$ cat src/rtl/grid_click_decoder_if.sv
// Bundles the cursor, button and click-handshake signals of the grid click decoder.
// The master side drives the cursor, button and consumer ready; the slave side is the decoder.
interface grid_click_decoder_if;
  logic [11:0] xpos;
  logic [11:0] ypos;
  logic        left;
  logic        click_ready;
  logic        hover_valid;
  logic [3:0]  hover_col;
  logic [3:0]  hover_row;
  logic        click_valid;
  logic [3:0]  click_col;
  logic [3:0]  click_row;

  modport master (
    output xpos, ypos, left, click_ready,
    input  hover_valid, hover_col, hover_row, click_valid, click_col, click_row
  );

  modport slave (
    input  xpos, ypos, left, click_ready,
    output hover_valid, hover_col, hover_row, click_valid, click_col, click_row
  );
endinterface

$ cat src/rtl/grid_click_decoder.sv
// Maps a mouse cursor onto a 12x12 cell grid (32 px pitch, 2 px lines) and turns
// left-button presses inside a cell into single valid/ready click transactions.
//
// state    | meaning
// IDLE     | waiting for a synchronized button press
// PEND     | click latched; click_valid raised one cycle after entry, held until click_ready
// WAIT_REL | click consumed or press missed the grid; wait for button release
module grid_click_decoder #(
  parameter int X_POS = 0,
  parameter int Y_POS = 0
) (
  input  logic                        clk_i,
  input  logic                        rst_ni,
  grid_click_decoder_if.slave         bus
);

  localparam logic [11:0] XP       = 12'(X_POS);
  localparam logic [11:0] YP       = 12'(Y_POS);
  localparam logic [11:0] GRID_EXT = 12'd384;
  localparam logic [4:0]  LINE_W   = 5'd2;

  typedef enum logic [1:0] {
    IDLE     = 2'd0,
    PEND     = 2'd1,
    WAIT_REL = 2'd2
  } state_e;

  state_e      state_q, state_d;

  logic        s1_q, s2_q, s3_q;
  logic        press;

  logic [11:0] dx, dy;
  logic        in_x, in_y, on_line, hit;
  logic [3:0]  col_c, row_c;

  logic        hover_valid_q;
  logic [3:0]  hover_col_q, hover_row_q;

  logic        click_valid_q, click_valid_d;
  logic [3:0]  click_col_q, click_col_d;
  logic [3:0]  click_row_q, click_row_d;

  // Offsets wrap when the cursor is left of / above the grid, so the lower bound is checked explicitly.
  always_comb begin
    dx      = bus.xpos - XP;
    dy      = bus.ypos - YP;
    in_x    = (bus.xpos >= XP) && (dx < GRID_EXT);
    in_y    = (bus.ypos >= YP) && (dy < GRID_EXT);
    on_line = (dx[4:0] < LINE_W) || (dy[4:0] < LINE_W);
    hit     = in_x && in_y && !on_line;
    col_c   = dx[8:5];
    row_c   = dy[8:5];
  end

  assign press = s2_q && !s3_q;

  always_ff @(posedge clk_i or negedge rst_ni) begin
    if (!rst_ni) begin
      s1_q <= 1'b0;
      s2_q <= 1'b0;
      s3_q <= 1'b0;
    end else begin
      s1_q <= bus.left;
      s2_q <= s1_q;
      s3_q <= s2_q;
    end
  end

  always_ff @(posedge clk_i or negedge rst_ni) begin
    if (!rst_ni) begin
      hover_valid_q <= 1'b0;
      hover_col_q   <= 4'd0;
      hover_row_q   <= 4'd0;
    end else begin
      hover_valid_q <= hit;
      hover_col_q   <= hit ? col_c : 4'd0;
      hover_row_q   <= hit ? row_c : 4'd0;
    end
  end

  always_comb begin
    state_d     = state_q;
    click_col_d = click_col_q;
    click_row_d = click_row_q;
    case (state_q)
      IDLE: begin
        if (press) begin
          if (hit) begin
            state_d     = PEND;
            click_col_d = col_c;
            click_row_d = row_c;
          end else begin
            state_d = WAIT_REL;
          end
        end
      end
      PEND: begin
        // Only a handshake seen while click_valid is visible consumes the click.
        if (click_valid_q && bus.click_ready) begin
          state_d = WAIT_REL;
        end
      end
      WAIT_REL: begin
        if (!s2_q) begin
          state_d = IDLE;
        end
      end
      default: state_d = IDLE;
    endcase
    click_valid_d = (state_q == PEND) && (state_d == PEND);
  end

  always_ff @(posedge clk_i or negedge rst_ni) begin
    if (!rst_ni) begin
      state_q       <= IDLE;
      click_valid_q <= 1'b0;
      click_col_q   <= 4'd0;
      click_row_q   <= 4'd0;
    end else begin
      state_q       <= state_d;
      click_valid_q <= click_valid_d;
      click_col_q   <= click_col_d;
      click_row_q   <= click_row_d;
    end
  end

  assign bus.hover_valid = hover_valid_q;
  assign bus.hover_col   = hover_col_q;
  assign bus.hover_row   = hover_row_q;
  assign bus.click_valid = click_valid_q;
  assign bus.click_col   = click_col_q;
  assign bus.click_row   = click_row_q;

endmodule

$ cat src/flat_wrapper.sv
// flat-port wrapper written by rule: the top's interface ports become plain ports
module grid_click_decoder_flat 
#(
  parameter int X_POS = 0,
  parameter int Y_POS = 0
)
  (clk_i, rst_ni, bus_xpos, bus_ypos, bus_left, bus_click_ready, bus_hover_valid, bus_hover_col, bus_hover_row, bus_click_valid, bus_click_col, bus_click_row);
  grid_click_decoder_if bus_i ();
  input  logic clk_i;
  input  logic rst_ni;
  input wire logic [$bits(bus_i.xpos)-1:0] bus_xpos;
  input wire logic [$bits(bus_i.ypos)-1:0] bus_ypos;
  input wire logic [$bits(bus_i.left)-1:0] bus_left;
  input wire logic [$bits(bus_i.click_ready)-1:0] bus_click_ready;
  output wire logic [$bits(bus_i.hover_valid)-1:0] bus_hover_valid;
  output wire logic [$bits(bus_i.hover_col)-1:0] bus_hover_col;
  output wire logic [$bits(bus_i.hover_row)-1:0] bus_hover_row;
  output wire logic [$bits(bus_i.click_valid)-1:0] bus_click_valid;
  output wire logic [$bits(bus_i.click_col)-1:0] bus_click_col;
  output wire logic [$bits(bus_i.click_row)-1:0] bus_click_row;
  assign bus_i.xpos = bus_xpos;
  assign bus_i.ypos = bus_ypos;
  assign bus_i.left = bus_left;
  assign bus_i.click_ready = bus_click_ready;
  assign bus_hover_valid = bus_i.hover_valid;
  assign bus_hover_col = bus_i.hover_col;
  assign bus_hover_row = bus_i.hover_row;
  assign bus_click_valid = bus_i.click_valid;
  assign bus_click_col = bus_i.click_col;
  assign bus_click_row = bus_i.click_row;
  grid_click_decoder #(.X_POS(X_POS), .Y_POS(Y_POS)) u_core (.clk_i(clk_i), .rst_ni(rst_ni), .bus(bus_i));
endmodule
$ cat config.mk
export PLATFORM = sky130hd
export DESIGN_NAME = grid_click_decoder_flat
export DESIGN_NICKNAME = d
export VERILOG_FILES = /design/src/rtl/grid_click_decoder_if.sv /design/src/rtl/grid_click_decoder.sv /design/src/flat_wrapper.sv
export SDC_FILE = /design/constraint.sdc
export NUM_CORES = 1
export LEC_CHECK = 0
export BUFFER_PORTS_ARGS = -buffer_cell sky130_fd_sc_hd__buf_2
export CAP_MARGIN = 20
export CORE_MARGIN = 5
export CORE_UTILIZATION = 46
export DETAILED_ROUTE_END_ITERATION = 10
export GPL_TIMING_DRIVEN = 0
export PLACE_DENSITY = 0.83
export SETUP_SLACK_MARGIN = 0.5
export SLEW_MARGIN = 20
export SYNTH_ARGS = -nofsm -noshare
export SYNTH_HDL_FRONTEND = slang
export SYNTH_SLANG_ARGS = --single-unit
$ cat constraint.sdc
create_clock -name clk_i -period 2.94 [get_ports clk_i]
set_input_delay 0.882 -clock clk_i [delete_from_list [all_inputs] [get_ports clk_i]]
set_output_delay 0.882 -clock clk_i [all_outputs]
set_load 0.02 [all_outputs]
==> impl_metrics.json <==
{
  "die_w_um": 53.3,
  "finalSetupViolations": 0,
  "cts_buffer_depth": 2,
  "final_area_um2": 1160,
  "synth_area_leader_cell": "dfrtp_1",
  "r2r_end": "u_core.bus.click_row[3]",
  "vias": 613,
  "peakVddDrop_mv": 0.379,
  "wire_per_inst_um": 12.6,
  "drt_wl_total_mm": 1.65,
  "rows": 15,
  "synthTopCellsByArea": "dfrtp_1 67%, mux2_2 10%, and2_2 7.0%, nor4_1 2.2%, nor3_4 1.9%",
  "gp_congestion": 0.679,
  "ys_seq_area_frac": 0.669,
  "netlist.area_leader.share": 0.669,
  "cp_data_required_time_ns": 3.13,
  "leakagePower_nw": 0.653,
  "final.setup.tns_ns": 0,
  "maxSlewViolCount": 0,
  "dr.pass1.iters": 4,
  "overflow": 0,
  "end_kind": "flop",
  "htreeDepth": 1,
  "fillers": 135,
  "yosys_register_bits": 23,
  "rsz0062_at_grt": "no",
  "place.port_buffers": 43,
  "avgViaCountPerCell": 4.68,
  "dieArea_um2": 2840,
  "synth-main-ff-cell": "dfrtp_1",
  "p_switching_uw": 116,
  "grt_max_degree": 24,
  "outcome": "finished, final reports clean",
  "grtUsageMet3": 0.0310,
  "period_needed_ns": 2.40,
  "hold_buffers": 0,
  "coreArea_um2": 1750,
  "placed_cell_area_um2": 1110,
  "clkTransAtPathRegs_ns": 0.11,
  "cap_violations": 0,
  "hold_end": "u_core.s2_q",
  "place_inst": 125,
  "min_path_cells": 0,
  "path_cells": "buf_2, or4_4, or3_4, nor3_4, buf_4, mux2_2",
  "synth_cell_types": 18,
  "slew_headroom": 0.529,
  "p_per_area_nw_per_um2": 448,
  "die_h_um": 53.3,
  "fin_crit_sh": 0.816,
  "drive_gt1_frac": 0.642,
  "cp_max_fo": 3,
  "reg2reg_slack_ns": 1.24,
  "io_pins": 46,
  "synth.net_count": 85,
  "cts_tree": "built",
  "antenna_left": 0,
  "track_usage": 0.136,
  "antenna_found_initial": 0,
  "grt_pass1_wl_mm": 2.75,
  "nNetsFinal": 135,
  "syn_area_um2": 861,
  "combinationalPowerShare": 0.101,
  "avgSynthCellArea_um2": 15.1,
  "yosysMostFrequentCell": "dfrtp_1",
  "fin_ws_ns": 0.542,
  "switching_share": 0.223,
  "crit_type": "primary input to flop",
  "synth_warnings": 0,
  "synthArstFlopShare": 1.00,
  "grt_pass1_vias": 627,
  "dp_slack_ns": 0.125,
  "drcViolationCount": 0,
  "critPathArrivalTime_ns": 2.58,
  "drtIter0Drc": 5,
  "cts_sinks": 23,
  "pwr-share-clk": 0.259,
  "skew_ns": 0.00285,
  "synth_common_cells": "23 x dfrtp_1, 8 x and2_2, 8 x mux2_2, 3 x nor4_1, 2 x nand2_1",
  "area_delta_synth_final_pct": 34.6,
  "start_kind": "primary input",
  "max_freq_mhz": 417,
  "met2_usage": 0.220,
  "start_util": 0.493,
  "hold_viol_final": 0,
  "root_buffer": "clkbuf_4",
  "syn_inst": 57,
  "hold_class": "flop to flop",
  "layout.cells.non_filler": 131,
  "r2r_start": "u_core.state_q[0]",
  "synth_edf_count": 0,
  "max_stage_delay_ns": 0.53,
  "p_seq_frac": 0.639,
  "slowest_stage": "or4_4",
  "tightest_slew_ns": 0.700,
  "insertedDiodeCount": 0,
  "hp-start": "u_core.s1_q",
  "clk_latency_ns": 0.29,
  "p_int_uw": 404,
  "top_usage_layer": "met2",
  "cts_buffers": 3,
  "gr-usage-met1": 0.169,
  "r2r_cells": 5
}
-- cells by family after synthesis --
kind of cell,synth area share
AND/OR/NAND/NOR,0.176
multiplexers,0.105
buffers and inverters,0.00436
AO/OA/AOI/OAI,0.0465
flip-flops,0.669
-- per-layer routing --
layer	wire, um	vias to the layer above	share of wire
li1	-	300	-
met5	0	-	0
met3	123	2	0.074
met4	16	0	0.0097
met2	835	21	0.50
met1	678	290	0.41
-- metrics by stage --
step                      total power, mW  hold WS [ns]   util
after global placement              0.389         0.334  0.634
after floorplan                     0.359         0.331      -
after CTS                           0.523         0.373  0.662
after detailed placement            0.392         0.347  0.638
final                               0.519         0.371  0.664
after global routing                0.549         0.378  0.664
-- worst max-delay path, delay by kind of cell --
kind | cells | cell delay, ns
buf+inv | 2 | 0.26
mux | 1 | 0.33
simple gates | 3 | 1.11
-- state kept, by name (all words and copies together), names as in the netlist --
name                    count
u_core.s3_q                 1
u_core.bus.click_col        4
u_core.bus.hover_row        4
u_core.state_q              2
u_core.bus.hover_valid      1
u_core.bus.click_valid      1
u_core.s2_q                 1
u_core.bus.hover_col        4
u_core.bus.click_row        4
u_core.s1_q                 1
-- cell usage in the layout, fill, tap and decap left out, drive strengths merged, types with 2 or more instances in the layout --
cell type / count
nor4: 3
and2: 9
dfrtp: 23
buf: 45
or3: 2
nand2: 2
mux2: 8
clkbuf: 4
-- timing repair --
item / CTS / global route
gates resized for setup: 0 / 1
setup buffers: 2 / 0
endpoints found under the hold margin: 0 / 0
pin swaps: 1 / 0
setup endpoints to repair: 8 / 4
-- power groups by stage --
stage	Clock [mW]	Sequential, mW	Combinational, mW
after floorplan	0	0.344	0.0150
after global placement	0	0.337	0.0515
after detailed placement	0	0.338	0.0533
after CTS	0.138	0.332	0.0535
after global routing	0.156	0.334	0.0586
final	0.135	0.332	0.0527
-- how the worst max path moves through the flow --
stage | endpoint | depth (start not counted) | slack [ns] | from
floorplan | u_core.bus.click_col[0] | 4 | 0.38 | bus_xpos[9]
global placement | u_core.bus.hover_row[2] | 4 | 0.12 | bus_xpos[9]
detailed placement | u_core.bus.click_row[3] | 5 | 0.12 | bus_xpos[9]
CTS | u_core.bus.click_row[0] | 6 | 0.55 | bus_xpos[9]
global route | u_core.bus.click_row[3] | 6 | 0.50 | bus_xpos[9]
finish | u_core.bus.click_row[3] | 6 | 0.54 | bus_xpos[9]
-- cell type report --
type                            count  area (um^2)  share of cell area
Sequential cell                    23          576               0.497
Multi-Input combinational cell     33          288               0.248
Timing Repair Buffer               45          234               0.202
Tap cell                           25         31.3              0.0270
Clock buffer                        4         26.3              0.0227
Inverter                            1         3.75             0.00324
Power figures use the tool's default switching activity.
